`src/rtl/tomasulo_pkg.sv`:
```
// Shared Tomasulo core constants: CDB widths, reserved tag, source indices and ICC layout.
package tomasulo_pkg;

    localparam int TAG_W = 5;
    localparam int VAL_W = 32;
    localparam int N_SRC = 4;

    localparam logic [TAG_W-1:0] INVALID_TAG = 5'b11111;

    localparam int SRC_ALU  = 0;
    localparam int SRC_MUL  = 1;
    localparam int SRC_DIV  = 2;
    localparam int SRC_LOAD = 3;

    // ICC bit positions within the 4-bit {c,v,z,n} field
    localparam int ICC_C = 3;
    localparam int ICC_V = 2;
    localparam int ICC_Z = 1;
    localparam int ICC_N = 0;

    typedef struct packed {
        logic c;
        logic v;
        logic z;
        logic n;
    } icc_t;

    function automatic int rr_next(input int idx, input int n);
        return (idx + 1) % n;
    endfunction

endpackage

```
`src/rtl/cdb_arbiter_rr_pick.sv`:
```
// Combinational round-robin selector: first eligible index at or after ptr, wrapping.
module rr_pick #(
    parameter int N  = 4,
    parameter int PW = $clog2(N)
) (
    input  logic [N-1:0]  elig,
    input  logic [PW-1:0] ptr,
    output logic [N-1:0]  grant,
    output logic [PW-1:0] idx,
    output logic          any
);

    logic [PW-1:0] j;

    always_comb begin
        grant = '0;
        idx   = '0;
        any   = 1'b0;
        j     = '0;
        for (int k = 0; k < N; k++) begin
            j = PW'((int'(ptr) + k) % N);
            if (!any && elig[j]) begin
                any      = 1'b1;
                grant[j] = 1'b1;
                idx      = j;
            end
        end
    end

endmodule

```
`src/rtl/cdb_arbiter.sv`:
```
// Common Data Bus driver: round-robin grant of one completing reservation station per
// cycle, registered broadcast of its tag/value/ICC and a same-cycle ack back to it.
module cdb_arbiter #(
    parameter int               N_SRC       = tomasulo_pkg::N_SRC,
    parameter int               TAG_W       = tomasulo_pkg::TAG_W,
    parameter int               VAL_W       = tomasulo_pkg::VAL_W,
    parameter logic [TAG_W-1:0] INVALID_TAG = TAG_W'(tomasulo_pkg::INVALID_TAG)
) (
    input  logic                   clk,
    input  logic                   rst,
    input  logic [N_SRC-1:0]       in_req,
    input  logic [N_SRC*TAG_W-1:0] in_tag,
    input  logic [N_SRC*VAL_W-1:0] in_val,
    input  logic [N_SRC*4-1:0]     in_icc,
    input  logic [N_SRC-1:0]       in_icc_we,
    output logic [N_SRC-1:0]       out_ack,
    output logic                   out_CDB_broadcast,
    output logic [TAG_W-1:0]       out_CDB_tag,
    output logic [VAL_W-1:0]       out_CDB_val,
    output logic [3:0]             out_ICC_flags,
    output logic                   out_ICC_we,
    output logic                   out_bad_tag
);

    import tomasulo_pkg::*;

    localparam int PW = $clog2(N_SRC);

    logic [N_SRC-1:0] elig_p0;
    logic [N_SRC-1:0] grant_p0;
    logic [PW-1:0]    win_p0;
    logic             any_p0;
    logic [TAG_W-1:0] win_tag_p0;
    logic             win_bad_p0;

    logic [PW-1:0]    rr_ptr;
    logic [N_SRC-1:0] ack_p1;
    logic             vld_p1;
    logic [TAG_W-1:0] tag_p1;
    logic [VAL_W-1:0] val_p1;
    icc_t             icc_p1;
    logic             icc_we_p1;
    logic             bad_p1;

    // Stage p0: mask sources acked last cycle so a held request is not granted twice
    assign elig_p0 = in_req & ~ack_p1;

    rr_pick #(
        .N  (N_SRC),
        .PW (PW)
    ) u_rr_pick (
        .elig  (elig_p0),
        .ptr   (rr_ptr),
        .grant (grant_p0),
        .idx   (win_p0),
        .any   (any_p0)
    );

    assign win_tag_p0 = in_tag[int'(win_p0)*TAG_W +: TAG_W];
    assign win_bad_p0 = (win_tag_p0 == INVALID_TAG);

    // Stage p1: registered CDB, ack and sticky bad-tag flag
    always_ff @(posedge clk) begin
        if (rst) begin
            rr_ptr    <= '0;
            ack_p1    <= '0;
            vld_p1    <= 1'b0;
            icc_we_p1 <= 1'b0;
            bad_p1    <= 1'b0;
            tag_p1    <= '0;
            val_p1    <= '0;
            icc_p1    <= '0;
        end else begin
            ack_p1    <= grant_p0;
            vld_p1    <= any_p0 && !win_bad_p0;
            icc_we_p1 <= any_p0 && !win_bad_p0 && in_icc_we[win_p0];
            if (any_p0) begin
                rr_ptr <= PW'(rr_next(int'(win_p0), N_SRC));
            end
            if (any_p0 && win_bad_p0) begin
                bad_p1 <= 1'b1;
            end
            // Data only moves on a real broadcast; it is don't-care otherwise
            if (any_p0 && !win_bad_p0) begin
                tag_p1 <= win_tag_p0;
                val_p1 <= in_val[int'(win_p0)*VAL_W +: VAL_W];
                icc_p1 <= icc_t'(in_icc[int'(win_p0)*4 +: 4]);
            end
        end
    end

    assign out_ack           = ack_p1;
    assign out_CDB_broadcast = vld_p1;
    assign out_CDB_tag       = tag_p1;
    assign out_CDB_val       = val_p1;
    assign out_ICC_flags     = icc_p1;
    assign out_ICC_we        = icc_we_p1;
    assign out_bad_tag       = bad_p1;

endmodule

```
`config.mk`:
```
export PLATFORM = sky130hd
export DESIGN_NAME = cdb_arbiter
export DESIGN_NICKNAME = d
export VERILOG_FILES = /design/src/rtl/tomasulo_pkg.sv /design/src/rtl/cdb_arbiter_rr_pick.sv /design/src/rtl/cdb_arbiter.sv
export SDC_FILE = /design/constraint.sdc
export NUM_CORES = 1
export LEC_CHECK = 0
export BUFFER_PORTS_ARGS = -buffer_cell sky130_fd_sc_hd__buf_2
export CORE_ASPECT_RATIO = 1.2
export CORE_MARGIN = 3
export CORE_UTILIZATION = 39
export CTS_CLUSTER_DIAMETER = 200
export CTS_CLUSTER_SIZE = 40
export DETAILED_ROUTE_END_ITERATION = 10
export PLACE_DENSITY = 0.77
export SLEW_MARGIN = 20
export SYNTH_ARGS = -nofsm -noshare
export SYNTH_HDL_FRONTEND = slang
export SYNTH_SLANG_ARGS = --single-unit
```
`constraint.sdc`:
```
create_clock -name clk -period 2.75 [get_ports clk]
set_input_delay 0.55 -clock clk [delete_from_list [all_inputs] [get_ports clk]]
set_output_delay 0.55 -clock clk [all_outputs]
set_load 0.03 [all_outputs]
```
---- Yosys cells after proc, flatten, opt, wreduce, memory -nomap -nowiden ----
Index checks and enable logic that the tools add are counted.
storage, ports and cells
  flip-flop bits (word level) ............. 50
  input port bits ......................... 174
  word-level logic and storage cells ...... 78
cells by class
  add/subtract/negate cells ............... 4
  multiply operators ...................... 1
  order comparisons ....................... 9
  equality and inequality tests ........... 1
  shift operators ......................... 3
  multiplexer cells ....................... 30
  bitwise gates (word level) .............. 5
  reduce and logical (&&, ||, !) cells .... 14
operators with widths
  cell                                                               count
  variable part select 128 x 8 -> 32 bit                             1
  variable part select 20 x 6 -> 5 bit                               1
  2-to-1 mux 4 bit                                                   4
  variable part select 16 x 5 -> 4 bit                               1
  < comparator 2 x 3 -> 1 bit, second input constant                 5
  2-to-1 mux 1 bit                                                   13
  OR 4 bit                                                           3
  binary-select mux 1 bit (select 2 bit)                             5
  logical AND 1 bit                                                  10
  demux 1 bit (select 2 bit)                                         4
  greater-or-equal comparator 2 x 1 -> 1 bit, second input constant  4
  2-to-1 mux 2 bit                                                   4
  == test 5 bit, second input constant                               1
  multiplier 2 x 3 -> 5 bit, second input constant                   1
  adder 2 x 1 -> 2 bit, second input constant                        2
  adder 2 bit, second input constant                                 2
  AND 4 bit                                                          1
  zero test 1 bit                                                    4
  inverter 4 bit                                                     1

---- Depth between registers and ports, before layout ----
Gate-level depths: netlist of run 1.
  depth after elaboration ................. 20
  depth in mapped cells ................... 14

---- By module ----
A second synthesis of run 1 with hierarchy kept.
second synthesis, totals
  cell total of the unflattened synthesis .. 399
  area total of the unflattened synthesis .. 4106.4 um^2
by module, submodules not included
  module       times used  cells an instance  area an instance (um^2)
  cdb_arbiter  1           354                3687.3
  rr_pick      1           45                 419.2

---- Worst setup path after synthesis of run 1 ----
No wires, ideal clock.
  path type ............................... flip-flop to flip-flop
  start ................................... reg rr_ptr[0]
  end ..................................... reg tag_p1[1] (netlist: out_CDB_tag[1])
  arrival time ............................ 2819 ps
  required time ........................... 2618 ps
  slack ................................... -201 ps
  cell stages (with the launch flop) ...... 14
  buffers on the path ..................... 4
  clock period less this slack ............ 2951 ps
  path through ............................ dfxtp_1 buf_6 inv_2 ha_1 buf_2 or3_1 a21o_1 nand2_1 o31a_4 buf_6 buf_8 mux4_2 o21ai_1 a21oi_1
between the ends
  cells in the longest elaborated chain, start to end .. 17
  elaborated cells on any way between the ends .. 30
RTL lines
  element                                                             line               text
  from (decl)                                                         cdb_arbiter.sv:36  logic [PW-1:0] rr_ptr;
  from (signal assigned)                                              cdb_arbiter.sv:78  rr_ptr <= PW'(rr_next(int'(win_p0), N_SRC));
  branches (longest 17 deep; another with multiplier 2 x 3 -> 5 bit)  --
  to (signal assigned)                                                cdb_arbiter.sv:85  tag_p1 <= win_tag_p0;
  to (decl)                                                           cdb_arbiter.sv:39  logic [TAG_W-1:0] tag_p1;
Several ways; the timed one is not identified. The select of a mux whose other input is x is not followed.
A chain may end at the register's enable or synchronous reset.

---- Final worst setup path of run 1 ----
  start ................................... reg rr_ptr[0]
  end ..................................... reg icc_p1, in the netlist out_ICC_flags[3]
between the ends
  cells in the longest elaborated chain, start to end .. 17
  elaborated cells on any way between the ends .. 31
RTL lines
  element                                                             line               text
  branches (longest 17 deep; another with multiplier 2 x 3 -> 5 bit)  --
  to (signal assigned)                                                cdb_arbiter.sv:87  icc_p1 <= icc_t'(in_icc[int'(win_p0)*4 +: 4]);
  to (decl)                                                           cdb_arbiter.sv:41  icc_t icc_p1;
Several ways; the timed one is not identified. The select of a mux whose other input is x is not followed.

==> reports/results.txt, run 1 <==
total wire length - 13.0 mm
dominant synthesized flop cell - dfxtp_1
antenna violations before repair - 0
hold buffers post-CTS - 0
crit-path max FO - 12
layout net count - 765
Layout Utilization - 0.600
startpoint types - flop
FFs w/ async S/R, synth - 0
max-slew violations - 0
Die ar. - 10,100 um2
Worst Hold Class - flop to flop
Global Route Usage Sum - 0.242
Vias - 4,081
count of cell types in the netlist - 49
Cells after Synth - 357
final setup margin - 57.4 ps
Place WS - -132 ps
# setup viols final - 0
Slowest Stage Delay on Critical Path - 510 ps
Final Wtd Congestion - 0.883
Clk Latency, worst-skew pair - 310 ps
starting density of the core - 0.403
Final Cell Area - 5200 um2
largest net degree at the start of global routing - 51
layout cells sized above 1 - 0.585
num ports - 222
Num CTS Buffers - 5
Required @ worst endpoint - 2910 ps
fin crit share - 0.979
DR iter-0 viols - 263
Hold EP - out_CDB_val[6]$_SDFFE_PP0P_
Max-cap violations - 0
clock-pin slew on the worst setup and hold paths - 100 ps
Crit Path Class - flop to flop
end of the worst register-to-register path - out_ICC_flags[3]$_SDFFE_PP0P_
Worst Path Arrival - 2860 ps
vias per cell - 5.79
Final Hold Slack - 468 ps
Min-Delay Startpoint - out_CDB_val[6]$_SDFFE_PP0P_
DRC violations left - 0
FF-to-FF Start - rr_ptr[0]$_SDFFE_PP0P_
Yosys reg bits - 50
mean area per synthesized cell - 9.76 um2
CTS root buf - clkbuf_8
EDFF count, synth - 0
Mapped Nets - 535
die width - 92.3 um
status - complete, no violations
HPWL Detailed - 9.99 mm
fin cells - 705
post-route ant nets - 0
clock sink count - 50
Seq/Total Area, Yosys - 0.287
peak supply drop - 0.000935 V
first-pass GRT wire length - 19.5 mm
Critical Path, Cell by Cell - inv_6 > ha_4 > mux4_2 > nor2b_4 > o21ai_2 > o31a_4 > buf_12 > mux4_2 > o21ai_1 > a21oi_1
Worst-Margin Slew - 967 ps
Synth Warn # - 0
buffers added on ports - 221
Leak - 2.35 nW
most frequent cells in the layout - buf_2, dfxtp_1, a21oi_1, nand3_1, mux4_2
dpl cell area - 4940 um2
RSZ-0062 raised after global routing - true
Post-Place Cells - 692
Tot Pwr - 7.60 mW
Clock Skews - 10.2 ps
most common cell after layout, fill and taps aside - buf_2
n_diodes - 0
most frequent CP cell - mux4_2
Reg2Reg Depth - 10
Tmin final - 2690 ps
die height - 110 um
hold path depth - 2
WL per Instance - 18.4 um
drt first pass iters - 4
gr ovfl total - 0
Highest Clock Rate - 371 MHz
Worst Setup End Kind - flop
number of global-route vias before repair - 4,062
synthesized cell area - 3480 um2
placement row count - 37
headroom to the max-slew limit - 0.356
Syn-to-layout area delta - 49.1%
Longest Clk Path Bufs - 2
Reg2Reg Setup Slack - 60 ps
final count of hold timing violations - 0
Power Density - 1460 nW/um2
CTS tree - done
Critical Path Slowest Stage Cell - mux4_2
core area - 8660 um2
setup TNS - 0 ps
Max H-tree Level - 2
[metal layers]
metal / vias to the layer above / global-route usage / share of wire
li1: 1857 / - / -
met1: 1998 / 0.272 / 0.35
met2: 196 / 0.455 / 0.55
met3: 30 / 0.0418 / 0.069
met4: 0 / 0.0934 / 0.028
met5: - / 0 / 0
[synthesized netlist by cell type, types with 2 or more instances]
master / number / area (um2)
buf_1: 4 / 15.0
and4_1: 5 / 43.8
nand2_1: 11 / 41.3
buf_2: 3 / 15.0
a21oi_1: 46 / 230
buf_8: 2 / 30.0
nor2_1: 9 / 33.8
nand4_1: 5 / 31.3
a222oi_1: 4 / 40.0
mux2i_1: 7 / 70.1
mux4_2: 42 / 946
a211oi_1: 2 / 15.0
o21ai_1: 13 / 65.1
ha_1: 4 / 50.1
and3_1: 2 / 12.5
o21a_1: 2 / 15.0
nor2b_1: 5 / 31.3
a31oi_1: 2 / 12.5
inv_1: 2 / 7.51
dfxtp_1: 50 / 1000
nor3_1: 4 / 20.0
buf_4: 2 / 15.0
nor3b_1: 2 / 15.0
nand3_1: 46 / 230
nand2b_1: 4 / 25.0
buf_6: 3 / 33.8
a21o_1: 2 / 15.0
o21ai_0: 30 / 150
clkbuf_1: 24 / 90.1
[worst max-delay path, delay by kind of cell (launching register included)]
| family | cells | cell delay [ps] |
|---|---|---|
| buf+inv | 2 | 230 |
| mux | 2 | 830 |
| flops | 1 | 390 |
| compound gates | 4 | 620 |
| fa+ha+maj | 1 | 300 |
| simple gates | 1 | 170 |
[where the power goes]
| part | leakage (nW) | switching (mW) | total [mW] | internal, mW |
|---|---|---|---|---|
| sequential | 0.415 | 0.159 | 1.17 | 1.02 |
| clock | 0.0579 | 0.251 | 0.519 | 0.268 |
| combinational | 1.87 | 3.11 | 5.91 | 2.79 |
| total | 2.35 | 3.52 | 7.60 | 4.08 |
[logic make-up after synthesis]
group | count (synthesis) | synth area share
AO/OA/AOI/OAI | 111 | 0.184
XOR/XNOR | 1 | 0.00251
multiplexers | 50 | 0.295
flip-flops | 50 | 0.287
buffers and inverters | 41 | 0.0603
adder cells (fa/ha/maj) | 4 | 0.0144
AND/OR/NAND/NOR | 100 | 0.157
[state kept, by name, indices dropped and copies added, names as in the netlist]
| register | count |
|---|---|
| out_CDB_tag | 5 |
| out_ICC_flags | 4 |
| out_bad_tag | 1 |
| out_ack | 4 |
| out_CDB_val | 32 |
| rr_ptr | 2 |
| out_CDB_broadcast | 1 |
| out_ICC_we | 1 |
[timing repair]
action	CTS	global route
gates resized for setup	0	42
endpoints found under the setup margin	0	42
buffers inserted	0	3
[area by class of cell]
type	instances	area, um2
fill	771	3460
multi-input combinational	266	2400
timing repair buffer	261	1520
sequential	50	1010
tap	117	146
clock buffer	5	68.8
clock inverter	3	40.0
inverter	3	16.3
[how the worst max path moves through the flow]
| stage | start | end | slack, ps |
|---|---|---|---|
| after floorplan | rr_ptr[0]$_SDFFE_PP0P_ | out_CDB_tag[1]$_SDFFE_PP0P_ | -9 |
| after global placement | in_req[2] | out_CDB_val[11]$_SDFFE_PP0P_ | -70 |
| after detailed placement | in_req[0] | out_ICC_we$_SDFF_PP0_ | -130 |
| after CTS | rr_ptr[0]$_SDFFE_PP0P_ | out_ICC_we$_SDFF_PP0_ | 20 |
| after global routing | rr_ptr[0]$_SDFFE_PP0P_ | out_ICC_we$_SDFF_PP0_ | -60 |
| final | rr_ptr[0]$_SDFFE_PP0P_ | out_ICC_flags[3]$_SDFFE_PP0P_ | 60 |
(Power assumes the default switching activity.)
==> run 2: changes to the inputs <==
--- a/config.mk
+++ b/config.mk
@@ -8,12 +8,14 @@
 export BUFFER_PORTS_ARGS = -buffer_cell sky130_fd_sc_hd__buf_2
 export CORE_ASPECT_RATIO = 1.2
 export CORE_MARGIN = 3
-export CORE_UTILIZATION = 39
+export CORE_UTILIZATION = 41
 export CTS_CLUSTER_DIAMETER = 200
 export CTS_CLUSTER_SIZE = 40
 export DETAILED_ROUTE_END_ITERATION = 10
+export GPL_ROUTABILITY_DRIVEN = 0
 export PLACE_DENSITY = 0.77
 export SLEW_MARGIN = 20
 export SYNTH_ARGS = -nofsm -noshare
 export SYNTH_HDL_FRONTEND = slang
+export SYNTH_HIERARCHICAL = 1
 export SYNTH_SLANG_ARGS = --single-unit
==> reports/results.txt, run 2 <==
layout cells sized above 1 - 0.562 (-0.0228)
Crit Path Class - flop to flop
Synth top area share - 0.244 (-0.0435)
starting density of the core - 0.425 (+0.0225)
WL per Instance - 18.4 um (-0.36%)
XOR/XNOR share of the synthesized area - 0.00213 (-0.000381)
vias per cell - 5.91 (+2.0%)
Place WS - -781 ps (-649 ps)
# setup viols final - 44 (+44)
Yosys top cell by area - dfxtp_1
CTS root buf - clkbuf_16
Num CTS Buffers - 5 (unchanged)
Syn-to-layout area delta - 44.8%
Longest Clk Path Bufs - 2 (unchanged)
max reg flops - 32 (unchanged)
number of global-route vias before repair - 4,459 (+9.8%)
first-pass GRT wire length - 21.3 mm (+9.4%)
synthesized cell area - 4110 um2 (+18%)
dominant synthesized flop cell - dfxtp_1
EDFF count, synth - 0 (unchanged)
total wire length - 13.9 mm (+7.1%)
CTS tree - done
num ports - 222 (unchanged)
core area - 9660 um2 (+12%)
Max-cap violations - 0 (unchanged)
Worst Setup End Kind - flop
gr ovfl total - 0 (unchanged)
drt first pass iters - 8 (+4)
Max H-tree Level - 2 (unchanged)
die height - 116 um (+5.6%)
top cells by count, synth - dfxtp_1, mux4_2, mux2i_1, nand2_1, and3_1
die width - 97.4 um (+5.5%)
final setup margin - -411 ps (-468 ps)
DRC violations left - 0 (unchanged)
crit-path max FO - 9 (-3)
status - finished, violations left
top cells by area, synth - dfxtp_1, mux4_2, mux2i_1
failing checks - setup timing
Leak - 2.74 nW (+17%)
Synth Area in Simple Gates - 0.173 (+0.0165)
Seq/Total Area, Yosys - 0.244 (-0.0435)
multiplexer share of the synthesized area - 0.355 (+0.0602)
largest net degree at the start of global routing - 42 (-18%)
count of cell types in the netlist - 40 (-18%)
headroom to the max-slew limit - 0.600 (+0.244)
Required @ worst endpoint - 2920 ps (about the same)
hold buffers post-CTS - 0 (unchanged)
buffers added on ports - 221 (unchanged)
antenna violations before repair - 1 (+1)
clock sink count - 50 (unchanged)
Reg2Reg Setup Slack - -410 ps (-470 ps)
RSZ-0062 raised after global routing - true
Tmin final - 3160 ps (+468 ps)
most frequent cells in the layout - buf_2, dfxtp_1, mux4_2
Mapped Nets - 578 (+8.0%)
n_diodes - 0 (unchanged)
Compound-Gate Fraction of Synth Area - 0.144 (-0.0401)
post-route ant nets - 0 (unchanged)
Die ar. - 11,300 um2 (+11%)
placement row count - 39 (+5.4%)
fin crit share - 1.15 (+0.170)
Vias - 4,476 (+9.7%)
Clk Latency, worst-skew pair - 290 ps (-20 ps)
Yosys reg bits - 50 (unchanged)
Worst Hold Class - flop to flop
clock-pin slew on the worst setup and hold paths - 70 ps (-30 ps)
Synth Warn # - 6 (+6)
Worst-Margin Slew - 599 ps (-367 ps)
mean area per synthesized cell - 10.3 um2 (+5.4%)
Synth Area in Adders - 0.0152 (+0.000872)
HPWL Detailed - 10.5 mm (+5.4%)
Clock Skews - 4.62 ps (-5.60 ps)
startpoint types - flop
largest family of logic cells by synthesized area - multiplexers
peak supply drop - 0.00134 V (+44%)
layout net count - 813 (+6.3%)
final count of hold timing violations - 0 (unchanged)
max-slew violations - 0 (unchanged)
Cells after Synth - 399 (+12%)
top-count cell post-synth - dfxtp_1
DR iter-0 viols - 189 (-28%)
Global Route Usage Sum - 0.231 (-0.0105)
FFs w/ async S/R, synth - 0 (unchanged)
Worst Path Arrival - 3330 ps (+470 ps)
most common cell after layout, fill and taps aside - buf_2
setup TNS - -16,160 ps (-16,160 ps)
Highest Clock Rate - 316 MHz (-15%)
Power Density - 1710 nW/um2 (+17%)
==> run 2: changes by cell type after synthesis, moves of 6 or more <==
cell     change
o21ai_0     -23
a311o_1     +36
nand2_1     +27
o21ai_1     -12
mux2i_1     +31
a22oi_1      +8
a21oi_1     -43
and3_1      +35
inv_1        +6
nand3_1     -10
==> run 2: metal layers <==
metal	vias up	part of all wire	global-route usage
met4	2	0.026	0.0942
met1	2161	0.36	0.252
met5	-	0.00079	0
met3	34	0.078	0.0578
met2	223	0.54	0.430
li1	2056	-	-
==> run 2: final timing paths <==
kind / from / to / cells after the start
worst max-delay path: rr_ptr[0]$_SDFFE_PP0P_ / out_CDB_val[30]$_SDFFE_PP0P_ / 11
worst min-delay path: out_CDB_tag[0]$_SDFFE_PP0P_ / out_CDB_tag[0]$_SDFFE_PP0P_ / 2
worst max register to register: rr_ptr[0]$_SDFFE_PP0P_ / out_CDB_val[30]$_SDFFE_PP0P_ / 11
worst min register to register: out_CDB_tag[0]$_SDFFE_PP0P_ / out_CDB_tag[0]$_SDFFE_PP0P_ / 2
==> run 2: report_power, final <==
part	switching [mW]	internal [mW]	total, mW
registers	0.228	1.12	1.35
clock network	0.274	0.361	0.635
logic	4.16	4.04	8.20
==> run 2: stage by stage <==
stage               hold WS [ps]  instance area (um2)  cells   util  total power, mW
floorplan                    482                 4180    399      -             7.02
global placement             446                 5680    742  0.588             8.93
detailed placement           451                 5680    742  0.588             9.25
CTS                          465                 5930    757  0.614             10.2
global route                 487                 5950    758  0.616             10.9
finish                       465                 5950    758  0.616             10.2
==> run 2: layout make-up <==
cell class                      instances  area [um2]
Fill cell                             814        3710
Inverter                                8        30.0
Multi-Input combinational cell        296        2940
Tap cell                              123         154
Clock inverter                          2        12.5
Timing Repair Buffer                  273        1660
Sequential cell                        50        1010
Clock buffer                            6         139
==> run 2: repair_timing <==
item	in CTS	in global routing
setup buffers	5	1
gates cloned	2	0
endpoints found under the hold margin	0	0
gates resized for setup	12	1
setup endpoints to repair	44	44
pin swaps	2	2
==> run 2: worst max-delay path, cell delays in order (launching register included) <==
cell	delay (ps)
dfxtp_4	370
buf_12	110
mux4_2	580
and2b_2	270
o21ai_2	80
o31ai_4	80
buf_12	160
mux4_2	520
and4_4	260
buf_12	160
mux2i_1	120
a311o_1	310
==> run 2: kinds of logic after synthesis <==
kind of cell,Yosys count
buffers and inverters,54
AO/OA/AOI/OAI,68
multiplexers,87
flip-flops,50
XOR/XNOR,1
adder cells (fa/ha/maj),5
AND/OR/NAND/NOR,134
